### src/rtl/qdr_align_pkg.sv
package qdr_align_pkg;

  typedef enum logic [2:0] {
    ST_IDLE,
    ST_SETTLE,
    ST_SEARCH,
    ST_SLIP,
    ST_LOCKED
  } align_state_t;

  localparam int unsigned S_RISE0  = 0;
  localparam int unsigned S_RISE90 = 1;
  localparam int unsigned S_FALL0  = 2;
  localparam int unsigned S_FALL90 = 3;
  localparam int unsigned SAMPLES  = 4;

  function automatic int unsigned bit_index(input int unsigned c,
                                            input int unsigned i,
                                            input int unsigned s,
                                            input int unsigned width);
    return ((c * width + i) * SAMPLES) + s;
  endfunction

endpackage

### src/rtl/qdr_align_ch.sv
module qdr_align_ch
  import qdr_align_pkg::*;
#(
  parameter int unsigned WIDTH         = 8,
  parameter logic [3:0]  TRAIN_PATTERN = 4'b0011,
  parameter int unsigned MATCH_CYCLES  = 16,
  parameter int unsigned SETTLE_CYCLES = 4
) (
  input  logic                     clk,
  input  logic                     rst,
  input  logic                     align_start,
  input  logic [WIDTH*SAMPLES-1:0] prev_word,
  input  logic [WIDTH*SAMPLES-1:0] din_word,
  output logic [WIDTH*SAMPLES-1:0] dout_word,
  output logic [1:0]               offset,
  output logic                     locked,
  output logic                     fail
);

  localparam int unsigned MC_W = $clog2(MATCH_CYCLES + 1);
  localparam int unsigned SC_W = $clog2(SETTLE_CYCLES);

  align_state_t state_q, state_d;

  logic [WIDTH*SAMPLES-1:0] aligned;
  logic [WIDTH*SAMPLES-1:0] dout_q;
  logic [WIDTH-1:0]         bit_match;
  logic                     match;
  logic [1:0]               offset_q;
  logic [1:0]               slip_cnt_q;
  logic [SC_W-1:0]          settle_cnt_q;
  logic [MC_W-1:0]          match_cnt_q;
  logic                     fail_q;
  logic                     settle_last;
  logic                     match_last;

  // Shifting the 8-sample window {din, prev} right by offset picks w[offset+s] for every s.
  for (genvar i = 0; i < WIDTH; i++) begin : g_bit
    logic [2*SAMPLES-1:0] win;
    assign win = {din_word[i*SAMPLES +: SAMPLES], prev_word[i*SAMPLES +: SAMPLES]};
    assign aligned[i*SAMPLES +: SAMPLES] = SAMPLES'(win >> offset_q);
    assign bit_match[i] = (dout_q[i*SAMPLES +: SAMPLES] == TRAIN_PATTERN);
  end

  assign match       = &bit_match;
  assign settle_last = (settle_cnt_q == SC_W'(SETTLE_CYCLES - 1));
  assign match_last  = (match_cnt_q == MC_W'(MATCH_CYCLES - 1));

  always_ff @(posedge clk) begin
    if (rst) begin
      state_q <= ST_IDLE;
    end else begin
      state_q <= state_d;
    end
  end

  always_comb begin
    state_d = state_q;
    if (align_start) begin
      state_d = ST_SETTLE;
    end else begin
      case (state_q)
        ST_IDLE:   state_d = ST_IDLE;
        ST_SETTLE: if (settle_last) state_d = ST_SEARCH;
        ST_SEARCH: begin
          if (!match) begin
            state_d = ST_SLIP;
          end else if (match_last) begin
            state_d = ST_LOCKED;
          end
        end
        ST_SLIP:   state_d = ST_SETTLE;
        ST_LOCKED: state_d = ST_LOCKED;
        default:   state_d = ST_IDLE;
      endcase
    end
  end

  always_comb begin
    locked = (state_q == ST_LOCKED);
  end

  always_ff @(posedge clk) begin
    if (rst) begin
      dout_q       <= '0;
      offset_q     <= '0;
      fail_q       <= 1'b0;
      slip_cnt_q   <= '0;
      settle_cnt_q <= '0;
      match_cnt_q  <= '0;
    end else begin
      dout_q <= aligned;
      if (align_start) begin
        fail_q       <= 1'b0;
        slip_cnt_q   <= '0;
        settle_cnt_q <= '0;
        match_cnt_q  <= '0;
      end else begin
        case (state_q)
          ST_SETTLE: begin
            if (settle_last) begin
              settle_cnt_q <= '0;
              match_cnt_q  <= '0;
            end else begin
              settle_cnt_q <= settle_cnt_q + SC_W'(1);
            end
          end
          ST_SEARCH: begin
            if (match) begin
              if (match_cnt_q != MC_W'(MATCH_CYCLES)) begin
                match_cnt_q <= match_cnt_q + MC_W'(1);
              end
              if (match_last) begin
                fail_q <= 1'b0;
              end
            end
          end
          ST_SLIP: begin
            offset_q     <= offset_q + 2'd1;
            settle_cnt_q <= '0;
            if (slip_cnt_q == 2'd3) begin
              fail_q     <= 1'b1;
              slip_cnt_q <= '0;
            end else begin
              slip_cnt_q <= slip_cnt_q + 2'd1;
            end
          end
          default: ;
        endcase
      end
    end
  end

  assign dout_word = dout_q;
  assign offset    = offset_q;
  assign fail      = fail_q;

endmodule

### src/rtl/qdr_word_aligner.sv
module qdr_word_aligner
  import qdr_align_pkg::*;
#(
  parameter int unsigned CHANNELS      = 2,
  parameter int unsigned WIDTH         = 8,
  parameter logic [3:0]  TRAIN_PATTERN = 4'b0011,
  parameter int unsigned MATCH_CYCLES  = 16,
  parameter int unsigned SETTLE_CYCLES = 4
) (
  input  logic                              clk,
  input  logic                              rst,
  input  logic [CHANNELS*WIDTH*SAMPLES-1:0] din,
  input  logic                              align_start,
  output logic [CHANNELS*WIDTH*SAMPLES-1:0] dout,
  output logic [CHANNELS*2-1:0]             offset,
  output logic [CHANNELS-1:0]               locked,
  output logic [CHANNELS-1:0]               fail
);

  localparam int unsigned CH_BITS = WIDTH * SAMPLES;

  logic [CHANNELS*WIDTH*SAMPLES-1:0] prev_q;

  always_ff @(posedge clk) begin
    if (rst) begin
      prev_q <= '0;
    end else begin
      prev_q <= din;
    end
  end

  for (genvar c = 0; c < CHANNELS; c++) begin : g_ch
    localparam int unsigned BASE = bit_index(c, 0, 0, WIDTH);

    qdr_align_ch #(
      .WIDTH         (WIDTH),
      .TRAIN_PATTERN (TRAIN_PATTERN),
      .MATCH_CYCLES  (MATCH_CYCLES),
      .SETTLE_CYCLES (SETTLE_CYCLES)
    ) u_ch (
      .clk         (clk),
      .rst         (rst),
      .align_start (align_start),
      .prev_word   (prev_q[BASE +: CH_BITS]),
      .din_word    (din[BASE +: CH_BITS]),
      .dout_word   (dout[BASE +: CH_BITS]),
      .offset      (offset[c*2 +: 2]),
      .locked      (locked[c]),
      .fail        (fail[c])
    );
  end

endmodule

### config.mk
export PLATFORM = sky130hd
export DESIGN_NAME = qdr_word_aligner
export DESIGN_NICKNAME = d
export VERILOG_FILES = /design/src/rtl/qdr_align_pkg.sv /design/src/rtl/qdr_align_ch.sv /design/src/rtl/qdr_word_aligner.sv
export SDC_FILE = /design/constraint.sdc
export NUM_CORES = 1
export LEC_CHECK = 0
export CAP_MARGIN = 5
export CORE_ASPECT_RATIO = 0.6
export CORE_MARGIN = 10
export CORE_UTILIZATION = 40
export CTS_CLUSTER_SIZE = 10
export DETAILED_ROUTE_END_ITERATION = 8
export PLACE_DENSITY = 0.65
export SYNTH_ARGS = -nofsm -noshare
export SYNTH_HDL_FRONTEND = slang
export SYNTH_SLANG_ARGS = --single-unit
### constraint.sdc
create_clock -name clk -period 2.3 [get_ports clk]
set_input_delay 0.345 -clock clk [delete_from_list [all_inputs] [get_ports clk]]
set_output_delay 0.345 -clock clk [all_outputs]
set_load 0.01 [all_outputs]
; Yosys cells after proc, flatten, opt, wreduce, memory -nomap -nowiden
; Index checks and enable logic that the tools add are counted.
[totals]
reg_bits = 158
latchBits = 0
ram_bits = 0
romBits = 0
elab_cells = 141
memories = 0
[classes]
n_addsub = 8
mul = 0
div_mod_pow = 0
n_lt_le_gt_ge = 0
n_eq_ne = 48
shift = 16
n_mux = 32
bitwise = 1
reduce_logical = 19
[ops]
columns = cell, n
row1 = 8-bit by 2-bit right shift with 4-bit output, 16
row2 = 4-bit by 2-bit equality test with 1-bit output (second input constant), 16
row3 = 5-bit 2-to-1 mux, 6
row4 = 3-bit case mux with 4 select lines, 2
row5 = 2-bit by 1-bit inequality test with 1-bit output (second input constant), 10
row6 = 5-bit case mux with 2 select lines, 2
row7 = 3-bit 2-to-1 mux, 6
row8 = 4-bit AND reduction, 4
row9 = 8-bit AND reduction, 2
row10 = 2-bit by 1-bit adder with 2-bit output (second input constant), 6
row11 = 3-bit by 2-bit equality test with 1-bit output (second input constant), 4
row12 = 2-bit AND reduction, 6
row13 = 2-bit nonzero test, 6
row14 = 5-bit by 1-bit adder with 5-bit output (second input constant), 2
row15 = 5-bit by 4-bit equality test with 1-bit output (second input constant), 2
row16 = 5-bit inequality test (second input constant), 2
row17 = 2-bit equality test (second input constant), 4
row18 = 1-bit 2-to-1 mux, 8
row19 = 2-bit 2-to-1 mux, 4
row20 = 4-bit inequality test (second input constant), 2
row21 = 2-bit case mux with 2 select lines, 2
row22 = 3-bit by 1-bit equality test with 1-bit output (second input constant), 2
row23 = 3-bit equality test (second input constant), 2
row24 = 3-bit by 2-bit inequality test with 1-bit output (second input constant), 2
row25 = other kinds (4), 6

; Longest topological paths before layout
; Gate-level depths: netlist of run 1.
[depth]
ltp_word = 5
ltp_mapped = 7
mapped_depth_nobuf = 7

; Hierarchy
; A second synthesis of run 1 with hierarchy kept.
[hier_totals]
cells_unflattened = 569
hier_area_um2 = 7168.1
[by_module_without_submodules]
columns = module, n_inst, cells_each, area_per_inst_um2, seq_area_each_um2
row1 = qdr_align_ch, 2, 217, 2625.0, 940.9
row2 = qdr_word_aligner, 1, 135, 1918.1, 1281.2

; Least setup slack after synthesis of run 1
; Ideal clock, no wire load.
[synth_timing]
path_type = reg-to-reg
from = register g_ch[1].u_ch.match_cnt_q[0]
to = register g_ch[1].u_ch.state_q[2]
arrival_time_ns = 1.749
slack_ns = 0.472
path_stages_with_launch = 8
path_buffers = 0
synth_period_minus_slack_ns = 1.828
cell_sequence = dfxtp_1 ha_1 and3_1 ha_1 inv_1 or3_1 or3_1 a211oi_2
[synth_between]
elab_chain_len = 3
[synth_rtl]
columns = element, line
row1 = "start, declared", qdr_align_ch.sv:32  ; logic [MC_W-1:0] match_cnt_q;
row2 = "start signal, assigned", qdr_align_ch.sv:111  ; match_cnt_q <= match_cnt_q + MC_W'(1);
row3 = 5-bit by 4-bit equality test with 1-bit output, qdr_align_ch.sv:47  ; assign match_last = (match_cnt_q == MC_W'(MATCH_CYCLES - 1));
row4 = 3-bit inequality test (no line), n/a
row5 = 2-bit AND reduction (no line), n/a
row6 = "end signal, assigned", qdr_align_ch.sv:53  ; state_q <= state_d;
row7 = "end, declared", qdr_align_ch.sv:23  ; align_state_t state_q, state_d;
; No other way between the ends.
; A chain may end at the register's enable or synchronous reset.

; Worst setup path after layout of run 1
[layout_timing]
from = register g_ch[0].u_ch.state_q[2]
to = output locked[0]
[layout_between]
elab_chain_len = 1
[layout_rtl]
columns = element, line
row1 = "start, declared", qdr_align_ch.sv:23
row2 = "start signal, assigned", qdr_align_ch.sv:53
row3 = 3-bit equality test, qdr_align_ch.sv:80  ; locked = (state_q == ST_LOCKED);
row4 = "end, declared", qdr_word_aligner.sv:16  ; output logic [CHANNELS-1:0] locked,
; No other way between the ends.

==> key figures, run 1 <==
Run status
  • Status: finished clean

Yosys
  • Dominant synthesized flop cell: dfxtp_1
  • Compound-Gate Fraction of Synth Area: 3.83%
  • Yosys reg bits: 158
  • Synth Area in Simple Gates: 21.2%
  • Syn Inst Count: 549
  • XOR/XNOR share of the synthesized area: 0.525%
  • Mux cell area share after synthesis: 21.9%
  • Async SR Flop Fraction: 0%
  • Adder-Cell Fraction of Synth Area: around 1.9%
  • Post-synthesis average cell area: 12.1 um^2
  • Seq/Total Area, Yosys: 47.4%
  • Syn Std Cell Area: between 6000 and 7000 um^2
  • Ys Warns: 0
  • Main combinational cell family by area after synthesis: multiplexers
  • Post-synth net total: between 600 and 700
  • Post-synth cell types: 48
  • Count of flip-flops with a built-in enable after synthesis: 0

Clocking
  • Resized cells post-CTS: 0
  • Worst skew pair latency: 0.41 ns
  • TritonCTS Buffers: 17
  • Clock-pin slew of the registers on the worst-case setup and hold paths: 0.06 ns
  • # Post-CTS Setup Buffers: 0
  • Clock tree buffer depth: 2
  • H-tree Lvls: 4
  • CTS tree: done
  • CTS sink count: 158
  • Hold_buf cts: 0
  • CTS Root Buffer Type: clkbuf_16

Route
  • DRT Pass-1 Iters: 4
  • Post-Route WL: 16000 um
  • Routed Antenna Nets: 0
  • Vias post-DR: between 4000 and 5000
  • Average wire per standard cell: 17.4 um
  • DRC Markers: 0
  • Drt first-iter violations: ~250
  • DR vias/cell: 4.95

Power and ir drop
  • Power Total: 6.32 mW
  • Leakage: around 3.2 nW
  • Peak VDD IR: 0.000354 V
  • Power per standard cell area: 709 nW/um^2

STA
  • Final Skew: 0.00871 ns
  • Fin crit period: 2.16 ns
  • Worst hold margin: 0.391 ns
  • Max Fclk: about 0.46 GHz
  • Setup violators final: 0
  • TNS Setup: 0 ns
  • Max-slew violations: 0
  • Worst-Margin Slew: around 0.58 ns
  • RSZ-0062 raised after global routing: false
  • Slew HR: between 60% and 70%
  • Final Hold Fails: 0
  • Fin crit share: between 90% and 100%

Floorplan
  • Die Area: around 22000 um^2
  • I/O pin cnt: 139
  • Core Rows: 36
  • Die W: between 150 and 200 um
  • Chip Height: 120 um
  • Starting Density: 40.9%
  • Core Area: 16300 um^2

Critical path
  • Worst EP required: between 1.5 and 2 ns
  • Crit Path Class: register to primary output
  • CP Capture Type: primary output
  • Critical Path Start Type: register
  • FF-to-FF path depth: 7
  • Crit path max fanout: 7
  • Crit path arrival time: 1.81 ns

Place
  • # port buffers: between 100 and 150
  • Hpwl dp: 12200 um
  • GPL Wtd Cong: 0.794

Flow run
  • Reported max-cap violation count: 0

Global routing
  • Initial antenna violation count: 0
  • Largest net degree at the start of global routing: 135
  • GRT overflow: 0
  • First-pass GRT wire length: 26100 um
  • Vias in the first global route: 4789
  • Total GRT Usage: between 10 and 15%

Cells and area
  • Util after Layout: 54.7%
  • Layout cells sized above 1: 16.9%
  • Antenna cells: 0
  • Area delta synth->final: 33.7%
  • Final net count: 759

Worst hold path
  • Hold Path Class: input pin to register
  • Hold Path Depth: 4
==> stage by stage <==
step                      setup slack [ns]  cells  cell area [um^2]
after floorplan                      0.472    549              6670
after detailed placement             0.343    891              8320
after CTS                            0.116    920              8920
after global placement               0.392    891              8320
after global routing                0.0569    920              8920
final                                0.144    920              8920
==> worst paths after layout <==
kind	from	endpoint	slack, ns
setup reg to reg	g_ch[1].u_ch.match_cnt_q[0]	g_ch[1].u_ch.state_q[2]	0.34
setup / recovery	g_ch[0].u_ch.state_q[2]	locked[0]	0.14
hold / removal	rst	g_ch[0].u_ch.fail	0.39
hold reg to reg	g_ch[0].u_ch.settle_cnt_q[1]	g_ch[0].u_ch.settle_cnt_q[1]	0.46
==> layout by cell type (no fill, tap or decap), types with 3 or more instances in the layout <==
cell and instances:
bufinv_16 4, and3_1 3, mux4_2 64, inv_1 8, nand3b_1 4, nor3b_1 3, buf_12 4, nor4bb_1 9
nand4_1 4, or3_1 4, clkbuf_1 3, o22ai_1 3, o21ai_1 4, nand3_1 7, nor2b_1 129, buf_4 11
nand2_1 18, nor3_1 6, nand2b_1 5, and4bb_1 7, ha_1 10, clkbuf_16 17, nor2_1 17, o21ai_0 3
dfxtp_1 156, clkdlybuf4s50_1 137, a21oi_1 16
==> routing by layer <==
metal / track usage, % / share of wire, %
met2: 21.6 / 45
met1: 18.9 / 48
met4: 4.26 / 1.0
met3: 5.61 / 6.1
met5: 0 / 0
==> Yosys cell counts (all sizes together) (3+ instances only) <==
cell,count,area (um^2)
a21oi,17,88.8
and3,3,18.8
and4bb,7,87.6
buf,14,83.8
clkbuf,24,90.1
dfxtp,158,3160
ha,10,125
inv,10,37.5
mux4,64,1440
nand2,18,67.6
nand2b,5,31.3
nand3,7,35.0
nand3b,4,30.0
nand4,4,25.0
nor2,17,63.8
nor2b,129,807
nor3,6,30.0
nor3b,4,41.3
nor4bb,9,90.1
o21ai,7,35.0
o22ai,3,18.8
o31ai,3,27.5
or3,4,25.0
==> worst max-delay path: stages, from the launching register on <==
cell and delay, ns:
dfxtp_1 0.46, nor3b_1 0.33, clkdlybuf4s50_1 0.61
==> cell families after synthesis <==
| family | Yosys count |
|---|---|
| multiplexers | 66 |
| XOR/XNOR | 4 |
| buffers and inverters | 48 |
| flip-flops | 158 |
| AO/OA/AOI/OAI | 38 |
| AND/OR/NAND/NOR | 225 |
| adder cells (fa/ha/maj) | 10 |
==> power breakdown <==
group | switching (mW) | total, mW | internal [mW]
Sequential | 0.0675 | 2.92 | 2.85
Clock | 1.03 | 2.88 | 1.85
Combinational | 0.188 | 0.521 | 0.333
==> flip-flops by register name, summed over array words and instances (netlist names) <==
register,flops
g_ch.u_ch.match_cnt_q,10
g_ch.u_ch.slip_cnt_q,4
g_ch.u_ch.settle_cnt_q,4
g_ch.u_ch.dout_word,64
prev_q,64
g_ch.u_ch.fail,2
g_ch.u_ch.state_q,6
g_ch.u_ch.offset,4
==> cell type report <==
type,instances,area (um^2)
fillers,1418,7390
clock buffers,22,464
repair buffers,152,1530
multi-input cells,343,3290
flip-flops and latches,158,3170
inverters,10,37.5
clock inverters,7,138
well taps,228,285
No activity file was read; power rests on OpenSTA's default activity.
==> run 2, diff against run 1 <==
--- a/config.mk
+++ b/config.mk
@@ -9,6 +9,7 @@
 export CORE_ASPECT_RATIO = 0.6
 export CORE_MARGIN = 10
 export CORE_UTILIZATION = 40
+export CTS_BUF_LIST = sky130_fd_sc_hd__clkbuf_8
 export CTS_CLUSTER_SIZE = 10
 export DETAILED_ROUTE_END_ITERATION = 8
 export PLACE_DENSITY = 0.65
==> run 2 against run 1 <==
  * Sequential share of layout area grew 0.78 points
  * Final cell count is the same
  * Hold slack lost 0.041 ns
  * Cell area shrank 2.1%
  * Wire length is essentially flat
  * Combinational power is essentially flat
  * Fmax shrank 1.7%
  * Critical endpoint unchanged
  * Largest power group unchanged
==> key figures, run 2 (synthesized netlist as in run 1, its figures left out) <==
Run status
  • Status: finished clean

STA
  • Final Skew: 0.0122 ns
  • Max-slew violations: 0
  • Setup violators final: 0
  • Fin crit period: 2.19 ns
  • Worst hold margin: 0.351 ns
  • Final Hold Fails: 0
  • Fin crit share: a little over nine tenths
  • Slew HR: 62.0%
  • Worst-Margin Slew: 0.570 ns
  • RSZ-0062 raised after global routing: false
  • Max Fclk: 0.456 GHz
  • TNS Setup: 0 ns

Cells and area
  • Antenna cells: 0
  • Commonest non-fill, non-tap cell in the layout: dfxtp_1
  • Layout cells sized above 1: 16.9%
  • Area delta synth->final: 30.9%
  • Final net count: 759
  • Fill cells: 1440
  • Most frequent cells in the layout: dfxtp_1 (156), clkdlybuf4s50_1 (137), nor2b_1 (129)

Critical path
  • Crit Path Class: register to primary output
  • Buf+Inv Stages, Crit Path: 1
  • CP Capture Type: primary output
  • Worst path depth: 2
  • Slowest stage delay, CP: slightly above 0.6 ns
  • Slowest-stage cell, CP: clkdlybuf4s50_1
  • FF-to-FF path depth: 7
  • Critical Path Start Type: register
  • Cell breakdown of the critical path: nor3b_1, clkdlybuf4s50_1
  • Crit path arrival time: between 1.5 and 2 ns
  • Crit path max fanout: 7
  • Largest delay contributor family on the critical path: buffers and inverters
  • Worst EP required: 1.96 ns

Clocking
  • Worst skew pair latency: 0.45 ns
  • CTS sink count: 158
  • Clock tree buffer depth: 2
  • Hold_buf cts: 0
  • H-tree Lvls: 4
  • # Post-CTS Setup Buffers: 0
  • Resized cells post-CTS: 0
  • CTS tree: done
  • Clock-pin slew of the registers on the worst-case setup and hold paths: 0.07 ns
  • CTS Root Buffer Type: clkbuf_8
  • TritonCTS Buffers: 17

Power and ir drop
  • Power per standard cell area: roughly 640 nW/um^2
  • Leakage: between 3 and 4 nW
  • Peak VDD IR: just under 0.0003 V

Route
  • DRC Markers: 0
  • DRT Pass-1 Iters: 4
  • Post-Route WL: 16000 um
  • DR vias/cell: around 5
  • Routed Antenna Nets: 0
  • Drt first-iter violations: roughly 250
  • Vias post-DR: 4546
  • Average wire per standard cell: 17.4 um

Floorplan
  • I/O pin cnt: 139
  • Core Area: 16300 um^2
  • Core Rows: 36
  • Chip Height: 120 um
  • Starting Density: 40.9%
  • Die W: around 190 um
  • Die Area: 22400 um^2

Worst hold path
  • Hold Path Class: input pin to register
  • Hold Path Depth: 4

Place
  • # port buffers: 138
  • Hpwl dp: 12200 um
  • GPL Wtd Cong: 0.794

Global routing
  • First-pass GRT wire length: between 20000 and 30000 um
  • GRT overflow: 0
  • Total GRT Usage: around 14%
  • Largest net degree at the start of global routing: around 140
  • Vias in the first global route: 4776
  • Initial antenna violation count: 0

Flow run
  • Reported max-cap violation count: 0
==> run 2: cell count changes in the layout (fill, tap and decap cells not counted), sizes merged <==
cell    delta
clkbuf     -3
inv        +3
==> run 2: worst paths after layout <==
check,from,endpoint,slack [ns]
setup reg to reg,g_ch[1].u_ch.match_cnt_q[0],g_ch[1].u_ch.state_q[2],0.33
hold reg to reg,g_ch[0].u_ch.settle_cnt_q[1],g_ch[0].u_ch.settle_cnt_q[1],0.46
hold / removal,rst,g_ch[0].u_ch.fail,0.35
setup / recovery,g_ch[0].u_ch.state_q[2],locked[0],0.11
==> run 2: final cells by class <==
class / instances / area (um^2) / area share, %
Tap cell: 228 / 285 / 3.27
Clock inverter: 10 / 149 / 1.71
Timing Repair Buffer: 152 / 1530 / 17.6
Clock buffer: 19 / 262 / 3.00
Inverter: 10 / 37.5 / 0.430
Multi-Input combinational cell: 343 / 3290 / 37.7
Sequential cell: 158 / 3170 / 36.3
==> run 2: per-stage QoR <==
step           cell area (um^2)  cells  utilization (%)  setup slack (ns)  power (mW)
2_1_floorplan              6670    549                -             0.472        3.21
3_3_place_gp               8320    891             51.0             0.392        3.49
3_5_place_dp               8320    891             51.0             0.343        3.51
4_1_cts                    8730    920             53.5            0.0649        5.68
5_1_grt                    8730    920             53.5           0.00458        5.83
6_report                   8730    920             53.5             0.106        5.60
==> run 2: metal layers <==
metal | GRT usage (%) | wire length, um
met4 | 4.76 | 137
met5 | 0 | 0
met3 | 5.49 | 983
met1 | 19.0 | 7630
met2 | 21.5 | 7280
==> run 2: power breakdown <==
part	switching (mW)	leakage (nW)	internal (mW)
clock	0.960	0.217	1.21
sequential	0.0676	1.30	2.85
combinational	0.188	1.58	0.333
total	1.22	3.10	4.39
==> run 2: worst reg2reg max path: stages (launching register included) <==
cell and delay [ns]:
dfxtp_1 0.39, ha_1 0.22, and3_1 0.17, ha_1 0.13
inv_1 0.03, or3_1 0.40, or3_1 0.34, a211oi_2 0.21
==> run 3, diff against run 2 <==
--- a/config.mk
+++ b/config.mk
@@ -8,11 +8,11 @@
 export CAP_MARGIN = 5
 export CORE_ASPECT_RATIO = 0.6
 export CORE_MARGIN = 10
-export CORE_UTILIZATION = 40
+export CORE_UTILIZATION = 53
 export CTS_BUF_LIST = sky130_fd_sc_hd__clkbuf_8
 export CTS_CLUSTER_SIZE = 10
 export DETAILED_ROUTE_END_ITERATION = 8
-export PLACE_DENSITY = 0.65
+export PLACE_DENSITY = 0.82
 export SYNTH_ARGS = -nofsm -noshare
 export SYNTH_HDL_FRONTEND = slang
 export SYNTH_SLANG_ARGS = --single-unit
==> run 3 against run 2 <==
  * Final cell count is 7.1% lower
  * Sequential power barely moved
  * First-iteration DRC count is 5.2% lower
  * Sequential share of layout area up 0.50 points
  * Via count grew 3.4%
  * Largest cell class unchanged
  * Critical endpoint unchanged
  * Hold slack got worse by 0.066 ns
  * Fmax grew 4.0%
  * Clock power down 2%
  * Largest power group unchanged
  * Non-clock buffer count shrank 3
  * Setup slack improved by 0.084 ns
  * Wire length grew 2.8%
==> key figures, run 3 (synthesized netlist as in run 1, its figures left out) <==
Clocking
  • Hold_buf cts: 0
  • CTS tree: done
  • Worst skew pair latency: 0.45 ns
  • Clock tree buffer depth: 2
  • TritonCTS Buffers: 17
  • Clock-pin slew of the registers on the worst-case setup and hold paths: 0.08 ns
  • H-tree Lvls: 4
  • CTS sink count: 158
  • CTS Root Buffer Type: clkbuf_8

Critical path
  • Buf+Inv Stages, Crit Path: 1
  • Largest delay contributor family on the critical path: buffers and inverters
  • Worst EP required: just under 2 ns
  • Crit Path Class: register to primary output
  • CP Capture Type: primary output
  • Crit path max fanout: 7
  • Slowest stage delay, CP: 0.57 ns
  • Flop2flop setup slack: ~0.22 ns
  • Slowest-stage cell, CP: clkdlybuf4s50_1
  • Critical Path Start Type: register
  • Crit path arrival time: 1.76 ns
  • Cell breakdown of the critical path: nor3b_2, clkdlybuf4s50_1

STA
  • Fin crit period: approximately 2.1 ns
  • Fin crit share: 91.7%
  • Worst hold margin: 0.285 ns
  • TNS Setup: 0 ns
  • Max-slew violations: 0
  • Final Hold Fails: 0
  • Setup violators final: 0
  • Worst-Margin Slew: 0.567 ns
  • RSZ-0062 raised after global routing: false
  • Max Fclk: around 0.47 GHz
  • Slew HR: 61.9%
  • Final Skew: about 0.014 ns

Place
  • # port buffers: between 100 and 150
  • GPL Wtd Cong: 0.844
  • Hpwl dp: roughly 12000 um

Worst hold path
  • Hold Path Class: input pin to register

Cells and area
  • Final net count: 756
  • Most frequent cells in the layout: dfxtp_1 (156), clkdlybuf4s50_1 (137), nor2b_1 (129)
  • Commonest non-fill, non-tap cell in the layout: dfxtp_1
  • Area delta synth->final: 29.1%
  • Antenna cells: 0
  • Layout cells sized above 1: 17.1%

Global routing
  • Busiest grt layer: met2
  • Largest net degree at the start of global routing: 135
  • First-pass GRT wire length: about 26000 um
  • Vias in the first global route: slightly below 5000
  • Total GRT Usage: 19.0%
  • GRT overflow: 0
  • Initial antenna violation count: 0
  • Global routing usage on met2: 29.6%
  • Met1 Resource Use GR: about a quarter
  • Met3 usage: 6.38%

Power and ir drop
  • Peak VDD IR: just under 0.0004 V
  • Power per standard cell area: 646 nW/um^2
  • Leakage: 3.06 nW

Floorplan
  • Core Rows: 31
  • I/O pin cnt: 139
  • Chip Height: 107 um
  • Die W: between 150 and 200 um
  • Starting Density: 54.7%
  • Core Area: 12200 um^2
  • Die Area: 17600 um^2

Route
  • DRT Pass-1 Iters: 4
  • DRC Markers: 0
  • Post-Route WL: 16500 um
  • Vias post-DR: 4702
  • Routed Antenna Nets: 0
  • Drt first-iter violations: 239
  • DR vias/cell: 5.50
  • Average wire per standard cell: 19.3 um

Flow run
  • Reported max-cap violation count: 0

Run status
  • Status: finished clean
==> run 3: worst paths after layout <==
kind                               from  cells past startpoint                          end
max             g_ch[0].u_ch.state_q[2]                      2                    locked[0]
min                                 rst                      4      g_ch[0].u_ch.state_q[1]
max reg2reg   g_ch[0].u_ch.dout_word[0]                      5  g_ch[0].u_ch.match_cnt_q[3]
min reg2reg  g_ch[0].u_ch.slip_cnt_q[1]                      2   g_ch[0].u_ch.slip_cnt_q[1]
==> run 3: per-stage QoR <==
| step | setup slack [ns] | cells | cell area, um^2 | power (mW) | utilization (%) |
|---|---|---|---|---|---|
| after global routing | 0.0985 | 855 | 8610 | 5.76 | 70.7 |
| after floorplan | 0.472 | 549 | 6670 | 3.21 | - |
| after detailed placement | 0.293 | 825 | 8200 | 3.51 | 67.3 |
| final | 0.190 | 855 | 8610 | 5.56 | 70.7 |
| after global placement | 0.402 | 825 | 8200 | 3.49 | 67.3 |
| after CTS | 0.0240 | 855 | 8600 | 5.61 | 70.6 |
==> run 3: layout make-up <==
| cell class | instances | area, um^2 |
|---|---|---|
| inverters | 10 | 37.5 |
| well taps | 165 | 206 |
| clock inverters | 13 | 168 |
| flip-flops and latches | 158 | 3170 |
| multi-input cells | 343 | 3300 |
| fillers | 847 | 3570 |
| clock buffers | 17 | 234 |
| repair buffers | 149 | 1500 |
==> run 3: routing by layer <==
metal	vias up	share of wire, %
li1	2214	-
met1	2326	44
met2	135	47
met3	27	7.3
met4	0	1.7
met5	-	0
==> run 3: power breakdown <==
part / leakage (nW) / internal, mW / switching [mW]
Combinational: 1.57 / 0.333 / 0.195
Clock: 0.192 / 1.07 / 1.05
Sequential: 1.30 / 2.85 / 0.0695
==> run 3: worst min-delay path: cells and delay by family <==
| kind | cells | cell delay (ns) |
|---|---|---|
| buffers and inverters | 1 | 0.11 |
| AOI/OAI and AO/OA | 2 | 0.16 |
| and+or+nand+nor | 1 | 0.06 |
==> run 3: what timing repair did <==
item,CTS,global route
setup buffers,0,0
endpoints found under the setup margin,0,1
gates resized for setup,0,1
